`config.mk`:
```
export PLATFORM = sky130hd
export DESIGN_NAME = fsm_sequence_monitor
export DESIGN_NICKNAME = d
export VERILOG_FILES = /design/src/rtl/fsm_sequence_monitor.sv
export SDC_FILE = /design/constraint.sdc
export NUM_CORES = 1
export LEC_CHECK = 0
export CAP_MARGIN = 20
export CORE_MARGIN = 2
export CORE_UTILIZATION = 48
export DETAILED_ROUTE_END_ITERATION = 10
export PLACE_DENSITY = 0.86
export SLEW_MARGIN = 10
export SYNTH_ARGS = -nofsm -noshare
export SYNTH_HDL_FRONTEND = slang
export SYNTH_SLANG_ARGS = --single-unit
export TNS_END_PERCENT = 10
```
`constraint.sdc`:
```
create_clock -name aclk -period 1.79 [get_ports aclk]
set_input_delay 0.537 -clock aclk [delete_from_list [all_inputs] [get_ports aclk]]
set_output_delay 0.537 -clock aclk [all_outputs]
set_load 0.01 [all_outputs]
```
`src/rtl/fsm_sequence_monitor.sv`:
```
// Watches an encoded state stream and checks that it walks 0,1,...,LAST_STATE one step at a time.
// Reports completions, counts them, and latches the first protocol violation with a cause code.
module fsm_sequence_monitor #(
  parameter int STATE_W    = 4,
  parameter int LAST_STATE = 6,
  parameter int TIMEOUT    = 16,
  parameter int CNT_W      = 8
) (
  input  logic               aclk,
  input  logic               aresetn,
  input  logic               enable,
  input  logic               clear,
  input  logic [STATE_W-1:0] state_in,
  output logic               busy,
  output logic               seq_done,
  output logic               seq_error,
  output logic [2:0]         err_code,
  output logic [STATE_W-1:0] err_state,
  output logic [CNT_W-1:0]   step_count,
  output logic [CNT_W-1:0]   seq_count
);

  localparam int DWELL_W = $clog2(TIMEOUT + 1);
  localparam logic [STATE_W-1:0] LAST_CODE   = STATE_W'(LAST_STATE);
  localparam logic [DWELL_W-1:0] DWELL_LIMIT = DWELL_W'(TIMEOUT - 1);
  localparam logic [CNT_W-1:0]   CNT_MAX     = '1;

  localparam logic [2:0] ERR_ILLEGAL = 3'd1;
  localparam logic [2:0] ERR_RESTART = 3'd2;
  localparam logic [2:0] ERR_TIMEOUT = 3'd3;
  localparam logic [2:0] ERR_RANGE   = 3'd4;

  typedef enum logic [1:0] {WAIT_IDLE, TRACK, DONE, ERROR} state_e;

  state_e             state_q, state_d;
  logic [STATE_W-1:0] prev_q, prev_d;
  logic [DWELL_W-1:0] dwell_q, dwell_d;
  logic [CNT_W-1:0]   step_count_q, step_count_d;
  logic [CNT_W-1:0]   seq_count_q, seq_count_d;
  logic               seq_done_q, seq_done_d;
  logic               seq_error_q, seq_error_d;
  logic [2:0]         err_code_q, err_code_d;
  logic [STATE_W-1:0] err_state_q, err_state_d;
  logic [STATE_W-1:0] prev_plus1;

  assign prev_plus1 = prev_q + 1'b1;

  always_ff @(posedge aclk or negedge aresetn) begin
    if (!aresetn) begin
      state_q      <= WAIT_IDLE;
      prev_q       <= '0;
      dwell_q      <= '0;
      step_count_q <= '0;
      seq_count_q  <= '0;
      seq_done_q   <= 1'b0;
      seq_error_q  <= 1'b0;
      err_code_q   <= '0;
      err_state_q  <= '0;
    end else begin
      state_q      <= state_d;
      prev_q       <= prev_d;
      dwell_q      <= dwell_d;
      step_count_q <= step_count_d;
      seq_count_q  <= seq_count_d;
      seq_done_q   <= seq_done_d;
      seq_error_q  <= seq_error_d;
      err_code_q   <= err_code_d;
      err_state_q  <= err_state_d;
    end
  end

  always_comb begin
    state_d      = state_q;
    prev_d       = prev_q;
    dwell_d      = dwell_q;
    step_count_d = step_count_q;
    seq_count_d  = seq_count_q;
    seq_done_d   = 1'b0;
    seq_error_d  = seq_error_q;
    err_code_d   = err_code_q;
    err_state_d  = err_state_q;

    // DONE lasts one cycle whether or not the input is qualified
    if (state_q == DONE) begin
      state_d = WAIT_IDLE;
    end

    if (clear) begin
      state_d      = WAIT_IDLE;
      prev_d       = '0;
      dwell_d      = '0;
      step_count_d = '0;
      seq_error_d  = 1'b0;
      err_code_d   = '0;
      err_state_d  = '0;
    end else if (enable) begin
      case (state_q)
        // DONE samples like WAIT_IDLE so a 0 right after completion starts the next sequence
        WAIT_IDLE, DONE: begin
          if (state_in == '0) begin
            state_d      = TRACK;
            prev_d       = '0;
            dwell_d      = '0;
            step_count_d = '0;
          end
        end
        TRACK: begin
          if (state_in > LAST_CODE) begin
            state_d     = ERROR;
            seq_error_d = 1'b1;
            err_code_d  = ERR_RANGE;
            err_state_d = state_in;
          end else if (state_in == prev_q) begin
            if (dwell_q == DWELL_LIMIT) begin
              state_d     = ERROR;
              seq_error_d = 1'b1;
              err_code_d  = ERR_TIMEOUT;
              err_state_d = state_in;
            end else begin
              dwell_d = dwell_q + 1'b1;
            end
          end else if (state_in == prev_plus1) begin
            prev_d       = state_in;
            dwell_d      = '0;
            step_count_d = step_count_q + 1'b1;
            if (state_in == LAST_CODE) begin
              state_d     = DONE;
              seq_done_d  = 1'b1;
              seq_count_d = (seq_count_q == CNT_MAX) ? seq_count_q : seq_count_q + 1'b1;
            end
          end else begin
            state_d     = ERROR;
            seq_error_d = 1'b1;
            err_code_d  = (state_in == '0) ? ERR_RESTART : ERR_ILLEGAL;
            err_state_d = state_in;
          end
        end
        default: begin
          // ERROR is sticky until clear or reset
        end
      endcase
    end
  end

  assign busy       = (state_q == TRACK);
  assign seq_done   = seq_done_q;
  assign seq_error  = seq_error_q;
  assign err_code   = err_code_q;
  assign err_state  = err_state_q;
  assign step_count = step_count_q;
  assign seq_count  = seq_count_q;

endmodule

```
==> results.json <==
{
  "outcome": "complete, but fails checks",
  "violations": "negative setup slack",
  "clk_pin_slew_worst_paths_ps": 80,
  "cp-start-kind": "register",
  "layout-drive-gt1-share": 0.388,
  "multi_input_area_um2": 1290,
  "vias": 1961,
  "maxCapViolCount": 0,
  "port-buffer-count": 33,
  "grt_use_total": 0.240,
  "rows": 23,
  "finalNonFillerCells": 326,
  "fin_crit_ps": 2080,
  "synthDistinctLibCells": 52,
  "fp.dieH_um": 69.0,
  "rsz0062_at_grt": "yes",
  "hpwl_mm": 3.54,
  "n_fill_cell": 256,
  "cp.required_ps": 2000,
  "postSynth.asyncResetShare": 1.00,
  "tns_ps": -4280,
  "cts_num_sinks": 36,
  "path_class": "register to register",
  "arrival_ps": 2300,
  "p_comb_frac": 0.117,
  "antennaDiodeCount": 0,
  "synth-seq-cells": 36,
  "boundaryPins": 34,
  "gp_congestion": 0.851,
  "grt_max_degree": 37,
  "path_max_fanout": 6,
  "synth_cells": 195,
  "die_w_um": 69.0,
  "end_kind": "register",
  "grt-ovfl-total": 0,
  "switchingPower_uw": 412,
  "cts_buffers": 5,
  "start_util": 0.503,
  "yosysTopAreaCellShare": 0.444,
  "synth_common_cells": "36 x dfrtp_1, 13 x nand3_1, 10 x a21oi_1, 10 x nand2_1, 9 x inv_1",
  "avgViaCountPerCell": 6.02,
  "seqPwrFrac": 0.472,
  "grt_pass1_vias": 1902,
  "ff_latch_area_um2": 902,
  "p_leak_nw": 1.52,
  "area_delta_synth_final_pct": 53.9,
  "yosys.area.top_type": "dfrtp_1",
  "dp.cells": 314,
  "clock_path_buffers": 2,
  "drc": 0,
  "synth_enable_flop_cells": 0,
  "avgSynthCellArea_um2": 10.4,
  "dieArea_um2": 4760,
  "synthMostInstantiatedCell": "dfrtp_1",
  "tightest_slew_ps": 456,
  "setup_viol": 32,
  "ys_seq_area_frac": 0.444,
  "hold_viol_final": 0,
  "vdd_drop_max_mv": 0.691,
  "final_max_slew_viol_count": 0,
  "drtIter0Drc": 232,
  "postRouteAntennaNets": 0,
  "nets": 288,
  "power_density_nw_per_um2": 554,
  "yosys-top-cells-area": "dfrtp_1 44%, xor2_1 3.5%, nand3_1 3.2%",
  "firstDrtPassIters": 4,
  "internal_power_mw": 1.32,
  "synth_area_um2": 2030,
  "fin_crit_sh": 1.16,
  "slew_headroom": 0.693,
  "wl_per_cell_um": 19.6,
  "synth_nets": 208,
  "cts_htree_levels": 2,
  "antenna_found_initial": 0,
  "yosys_warnings": 0,
  "clock-root-buffer": "clkbuf_8",
  "fp.coreArea_um2": 4030,
  "power_frac_clock": 0.410,
  "cts_tree": "built",
  "synth-main-ff-cell": "dfrtp_1",
  "swShare": 0.238,
  "grt_pass1_wl_mm": 9.21,
  "cts_hold_buf": 0,
  "timing.fmax_mhz": 480,
  "wirelength_mm": 6.40,
  "clk_latency_ps": 290,
  "skew_ps": 10.3,
  "setup_ws_ps": -294,
  "hp-class": "register to register"
}
==> placed cells by master (no fill, tap or decap), types with 5 or more instances in the layout <==
master            n
buf_4            40
dfrtp_1          35
clkdlybuf4s50_1  13
dlygate4sd2_1    12
inv_1             9
nand2_1           9
nand3_1           9
buf_6             8
xor2_1            6
a21oi_1           6
o21ai_0           6
nand2b_1          6
nand4_1           5
clkbuf_8          5
==> metal layers <==
layer	track usage	wire length, µm	part of all wire
met5	0	0	0
met4	0.0828	287	0.045
met3	0.0439	410	0.064
met2	0.405	3200	0.50
met1	0.310	2500	0.39
==> worst max-delay path: stages, from the launching register on <==
cell and delay (ps):
dfrtp_2 450, xor2_1 320, buf_4 200, and3_4 230
nand2_4 100, or4_1 510, a21oi_1 190
==> sequential cells by signal, indices dropped and copies added (netlist names) <==
signal / cells
seq_count: 8
step_count: 8
dwell_q: 5
err_state: 4
prev_q: 4
err_code: 3
state_q: 2
seq_done: 1
seq_error: 1
==> what timing repair did <==
action,CTS,global route
resized for setup,59,29
pin swaps,18,16
setup buffers,2,2
setup endpoints to repair,47,39
endpoints found under the hold margin,0,0
==> power by group through the flow <==
stage	Combinational (mW)	Clock, mW	Sequential [mW]
after global routing	0.213	0.754	0.816
after global placement	0.159	0	0.832
after detailed placement	0.162	0	0.832
after CTS	0.177	0.720	0.816
after floorplan	0.0785	0	0.833
final	0.203	0.709	0.816
==> cell type report <==
type / instances / area share
timing repair buffer: 82 / 0.231
tap: 50 / 0.0200
sequential: 36 / 0.289
clock inverter: 2 / 0.0112
clock buffer: 6 / 0.0232
inverter: 9 / 0.0108
multi-input combinational: 141 / 0.414
==> metrics by stage <==
stage          hold slack (ps)  utilization  setup WS (ps)  instance area, µm²  power (mW)
2_1_floorplan              241            -           -296                2040       0.912
3_3_place_gp               491        0.673           -763                2710       0.991
3_5_place_dp               492        0.673           -812                2710       0.994
4_1_cts                    507        0.733           -142                2950        1.71
5_1_grt                    537        0.775           -349                3120        1.78
6_report                   518        0.775           -294                3120        1.73
==> kinds of logic (layout without fill, tap and decap cells) <==
group	after synthesis	count (layout)	synth area share
AOI/OAI and AO/OA	41	41	0.152
xor gates and xnor gates	15	15	0.0790
adders and majority gates	5	5	0.0308
buffers and inverters	18	99	0.0469
DFF	36	36	0.444
muxes	6	6	0.0308
and+or+nand+nor	74	74	0.216
==> path summary, 6_finish.rpt <==
path | slack (ps) | depth (start not counted) | end | startpoint
worst min register to register | 520 | 1 | seq_error | seq_error
max in group asynchronous | 970 | 2 | prev_q[0] | aresetn
worst min-delay path | 520 | 1 | seq_error | seq_error
min in group asynchronous | 610 | 2 | seq_count[4] | aresetn
worst max register to register | -290 | 6 | step_count[4] | prev_q[0]
worst max-delay path | -290 | 6 | step_count[4] | prev_q[0]
(Power assumes the default switching activity.)
==> variant 1: new RTL, same flow settings <==
Reset style: synchronous (`aresetn`), changed in one clocked block.
--- a/src/rtl/fsm_sequence_monitor.sv
+++ b/src/rtl/fsm_sequence_monitor.sv
@@ -47,3 +47,3 @@
 
-  always_ff @(posedge aclk or negedge aresetn) begin
+  always_ff @(posedge aclk) begin
     if (!aresetn) begin
Check against the original RTL: differs if aresetn is asserted again (counterexample within 4 cycles, from zero or initial values and one cycle with aresetn low); with aresetn held inactive, the same outputs for 4 cycles.
==> variant 1 against the unedited design <==
Cell area rose by 2.6%. Via count grew 16%. Critical path depth is 2 higher. Count of clock-buffer cells in the layout up 1. Largest cell class unchanged. Area after synthesis decreased by 2.0%. Global-route usage up 4.3 points. Power down 5.2%. Sequential cell count stayed put. The run ends with DRC, setup timing left. Sequential share of layout area down 6.0 points. Setup slack got worse by 100 ps. Critical path type is now in -> reg. First-iteration DRC count down 10%. Routed wire length increased by 1.9%.
==> variant 1: results (changes against the unedited design) <==
* **routed length on met2** 3.429 mm, +7.3%
* **drc violations** 1, +1
* **dpl hpwl** 3.799 mm, +7.3%
* **pre-CTS WS** -1066 ps, -254.1 ps
* **Synth Area in Adders** 0.03147, +0.0006212
* **violated checks** DRC, setup timing
* **multiplexer fraction of the synthesized cell area** 0.05035, +0.01950
* **Worst Setup Slack, final** -398.6 ps, -104.6 ps
* **syn_nets** 252, +21%
* **Cell variety after synth** 51, -1.9%
* **number of DRC markers in iteration 0** 208, -10%
* **met3 demand-to-capacity share in global routing** 0.06414, +0.02029
* **met1 usage in global routing** 0.3157, +0.005372
* **Max stage delay cell, worst path** sky130_fd_sc_hd__xor3_1
* **worst hold path cell count** 2, +1
* **status** complete, but fails checks
* **share of post-route cells with drive strength above 1** 0.3750, -0.01268
* **switching share of power** 0.2450, +0.006593
* **Worst R2R Setup Slack** -330 ps, -40 ps
* **synthesized-area fraction occupied by ao, oa, aoi and oai cells** 0.2215, +0.06915
* **top_reg_cell synth** sky130_fd_sc_hd__dfxtp_1
* **most instantiated cells after synthesis** 36 x sky130_fd_sc_hd__dfxtp_1, 30 x sky130_fd_sc_hd__nand2_1, 19 x sky130_fd_sc_hd__a21oi_1
* **Hold Worst Slack** 456.3 ps, -62.12 ps
* **worst path arrival time** 2350 ps, +50 ps
* **wire length of the first global-routing pass** 9.860 mm, +7.0%
* **Crit. Startpoint** state_in[2]
* **xor/xnor share of the synthesized area** 0.04279, -0.03617
* **DRT Pass-1 Iters** 7, +3
* **final count of negative-setup-slack endpoints** 36, +13%
* **top area cells in the synthesized netlist** sky130_fd_sc_hd__dfxtp_1 36%, sky130_fd_sc_hd__nand2_1 5.7%, sky130_fd_sc_hd__mux2i_1 5.0%
* **start point of the worst min-delay path** seq_error
* **Peak supply drop** 0.3684 mV, -47%
* **hold-critical path endpoint** seq_error
-- variant 1: cell count changes in the layout (fill, tap and decap cells not counted), moves of 9 or more --
| cell | before | now |
|---|---|---|
| sky130_fd_sc_hd__dfrtp_1 | 35 | 0 |
| sky130_fd_sc_hd__a21oi_1 | 6 | 17 |
| sky130_fd_sc_hd__dlygate4sd2_1 | 12 | 2 |
| sky130_fd_sc_hd__dfxtp_2 | 0 | 9 |
| sky130_fd_sc_hd__buf_4 | 40 | 53 |
| sky130_fd_sc_hd__nand2_1 | 9 | 29 |
| sky130_fd_sc_hd__dfxtp_1 | 0 | 27 |
-- variant 1: repair_timing --
action	CTS	global route
buffers inserted	10	4
pin swaps	23	9
resized for setup	68	34
endpoints found under the setup margin	43	48
gates cloned	2	0
-- variant 1: area by class of cell --
type / count / area share
clock buffers: 7 / 0.03008
inverters: 8 / 0.009375
multi-input cells: 182 / 0.4488
flip-flops and latches: 36 / 0.2285
well taps: 50 / 0.01953
repair buffers: 95 / 0.2637
==> variant 2: new RTL, same settings <==
Without the edit above. `STATE_W`: 4 -> 5.
--- a/src/rtl/fsm_sequence_monitor.sv
+++ b/src/rtl/fsm_sequence_monitor.sv
@@ -3,3 +3,3 @@
 module fsm_sequence_monitor #(
-  parameter int STATE_W    = 4,
+  parameter int STATE_W    = 5,
   parameter int LAST_STATE = 6,
Ports: changed (resized err_state and state_in); port bits go from 34 to 36. No check against the original RTL was run, so the function may have changed too.
==> variant 2 against the unedited design <==
Power decreased by 4.0%. Global-route usage decreased by 0.83 points. Routed wire length decreased by 17%. Die area increased by 0.58%. Area after synthesis increased by 0.62%. Sequential cell count increased by 2. Final cell count increased by 4.0%. Cell area decreased by 3.9%. The run still ends with setup timing left. Setup slack got worse by 43 ps.
==> variant 2: results (changes against the unedited design) <==
* **count of placed standard cells including taps** 328, +4.5%
* **final estimated routing congestion in global placement** 0.9365, +10%
* **GRT met2 Usage** 0.3974, -0.007479
* **DR WL/cell** 15.67 µm, -20%
* **Peak supply drop** 0.4300 mV, -38%
* **Routed met1 length** 2.113 mm, -16%
* **total routing usage reported by global routing** 0.2319, -0.008298
* **count of filler cells inserted in the layout** 287, +12%
* **status** complete, but fails checks
* **final count of negative-setup-slack endpoints** 37, +16%
* **violated checks** setup timing
* **Cell variety after synth** 45, -13%
* **cell depth of the worst flop-to-flop path** 10, +4
* **maximum number of pins on one net before global-route repair** 21, -43%
* **final setup skew** 7.134 ps, -3.124 ps
* **most instantiated cells after synthesis** 38 x sky130_fd_sc_hd__dfrtp_1, 21 x sky130_fd_sc_hd__nand2_1, 13 x sky130_fd_sc_hd__nand3_1
* **syn_nets** 219, +5.3%
* **met1 usage in global routing** 0.2804, -0.02989
* **wire length of the first global-routing pass** 8.811 mm, -4.3%
* **routed length on met2** 2.846 mm, -11%
* **leakage component of the power** 0.001541 µW, +1.2%
* **delay of the slowest cell on the worst path** 420 ps, -90 ps
* **dpl hpwl** 3.791 mm, +7.0%
* **Max stage delay cell, worst path** sky130_fd_sc_hd__dfrtp_1
* **number of standard cells after synthesis** 205, +5.1%
* **category of cells accounting for the largest share of critical-path delay** buffers and inverters
* **top area cells in the synthesized netlist** sky130_fd_sc_hd__dfrtp_1 47%, sky130_fd_sc_hd__xnor2_1 4.7%, sky130_fd_sc_hd__nand2_1 3.9%
* **Worst Setup Slack, final** -337.2 ps, -43.25 ps
* **Setup Total Neg Slack** -6942 ps, -2667 ps
* **total wirelength of the detailed-routed design** 5.313 mm, -17%
* **met3 demand-to-capacity share in global routing** 0.05959, +0.01573
* **# nets final** 302, +4.9%
* **Worst Max-Slew Pin Slew** 474.8 ps, +18.57 ps
* **via count of the first global-routing pass** 1905, +0.16%
* **detailed-route vias per instance** 5.640, -6.2%
* **worst hold path class** in -> async
-- variant 2: worst min-delay path by stage --
| stage | slack [ps] | to | start | cells after the start |
|---|---|---|---|---|
| after global routing | 210 | seq_count[7] | aresetn | 1 |
| after CTS | 200 | seq_count[0] | aresetn | 1 |
| final | 180 | seq_count[0] | aresetn | 1 |
| after floorplan | 240 | dwell_q[0] | aresetn | 0 |
| after global placement | 480 | seq_count[5] | seq_count[5] | 1 |
| after detailed placement | 500 | dwell_q[4] | dwell_q[4] | 1 |
-- variant 2: kinds of logic (layout without fill, tap and decap cells) --
family,Yosys count,after routing,synth area share
fa+ha+maj,5,5,0.03066
mux,7,7,0.03679
xor+xnor,17,17,0.07296
simple gates,80,80,0.2048
compound gates,43,43,0.1502
flops,38,38,0.4660
buf+inv,15,99,0.03863
-- variant 2: what timing repair did --
action / CTS / global route
pin swaps: 12 / 9
hold endpoints to repair: 0 / 0
endpoints found under the setup margin: 51 / 45
hold buffers: 0 / 0
resized for setup: 30 / 19
buffers inserted: 2 / 2
-- variant 2: final cells by class --
class / count / area share
inverter: 7 / 0.008757
sequential: 38 / 0.3169
timing repair buffer: 84 / 0.2481
multi-input combinational: 152 / 0.3749
clock inverter: 1 / 0.001668
clock buffer: 7 / 0.02877
tap: 50 / 0.02085
-- variant 2: through the flow --
stage               setup WS, ps  instance area, µm²  hold WS, ps  power (µW)
finish                    -337.2                3000        182.7        1659
global route              -420.0                3000        209.1        1721
CTS                       -356.1                2924        201.5        1656
detailed placement        -873.0                2783        498.7        1047
global placement          -820.5                2783        475.9        1042
floorplan                 -389.0                2067        241.4       944.0
-- variant 2: report_power, final --
part / internal [µW] / switching [µW]
clock network: 311 / 309
registers: 861 / 2.54
logic: 80.4 / 95.4
total: 1250 / 406
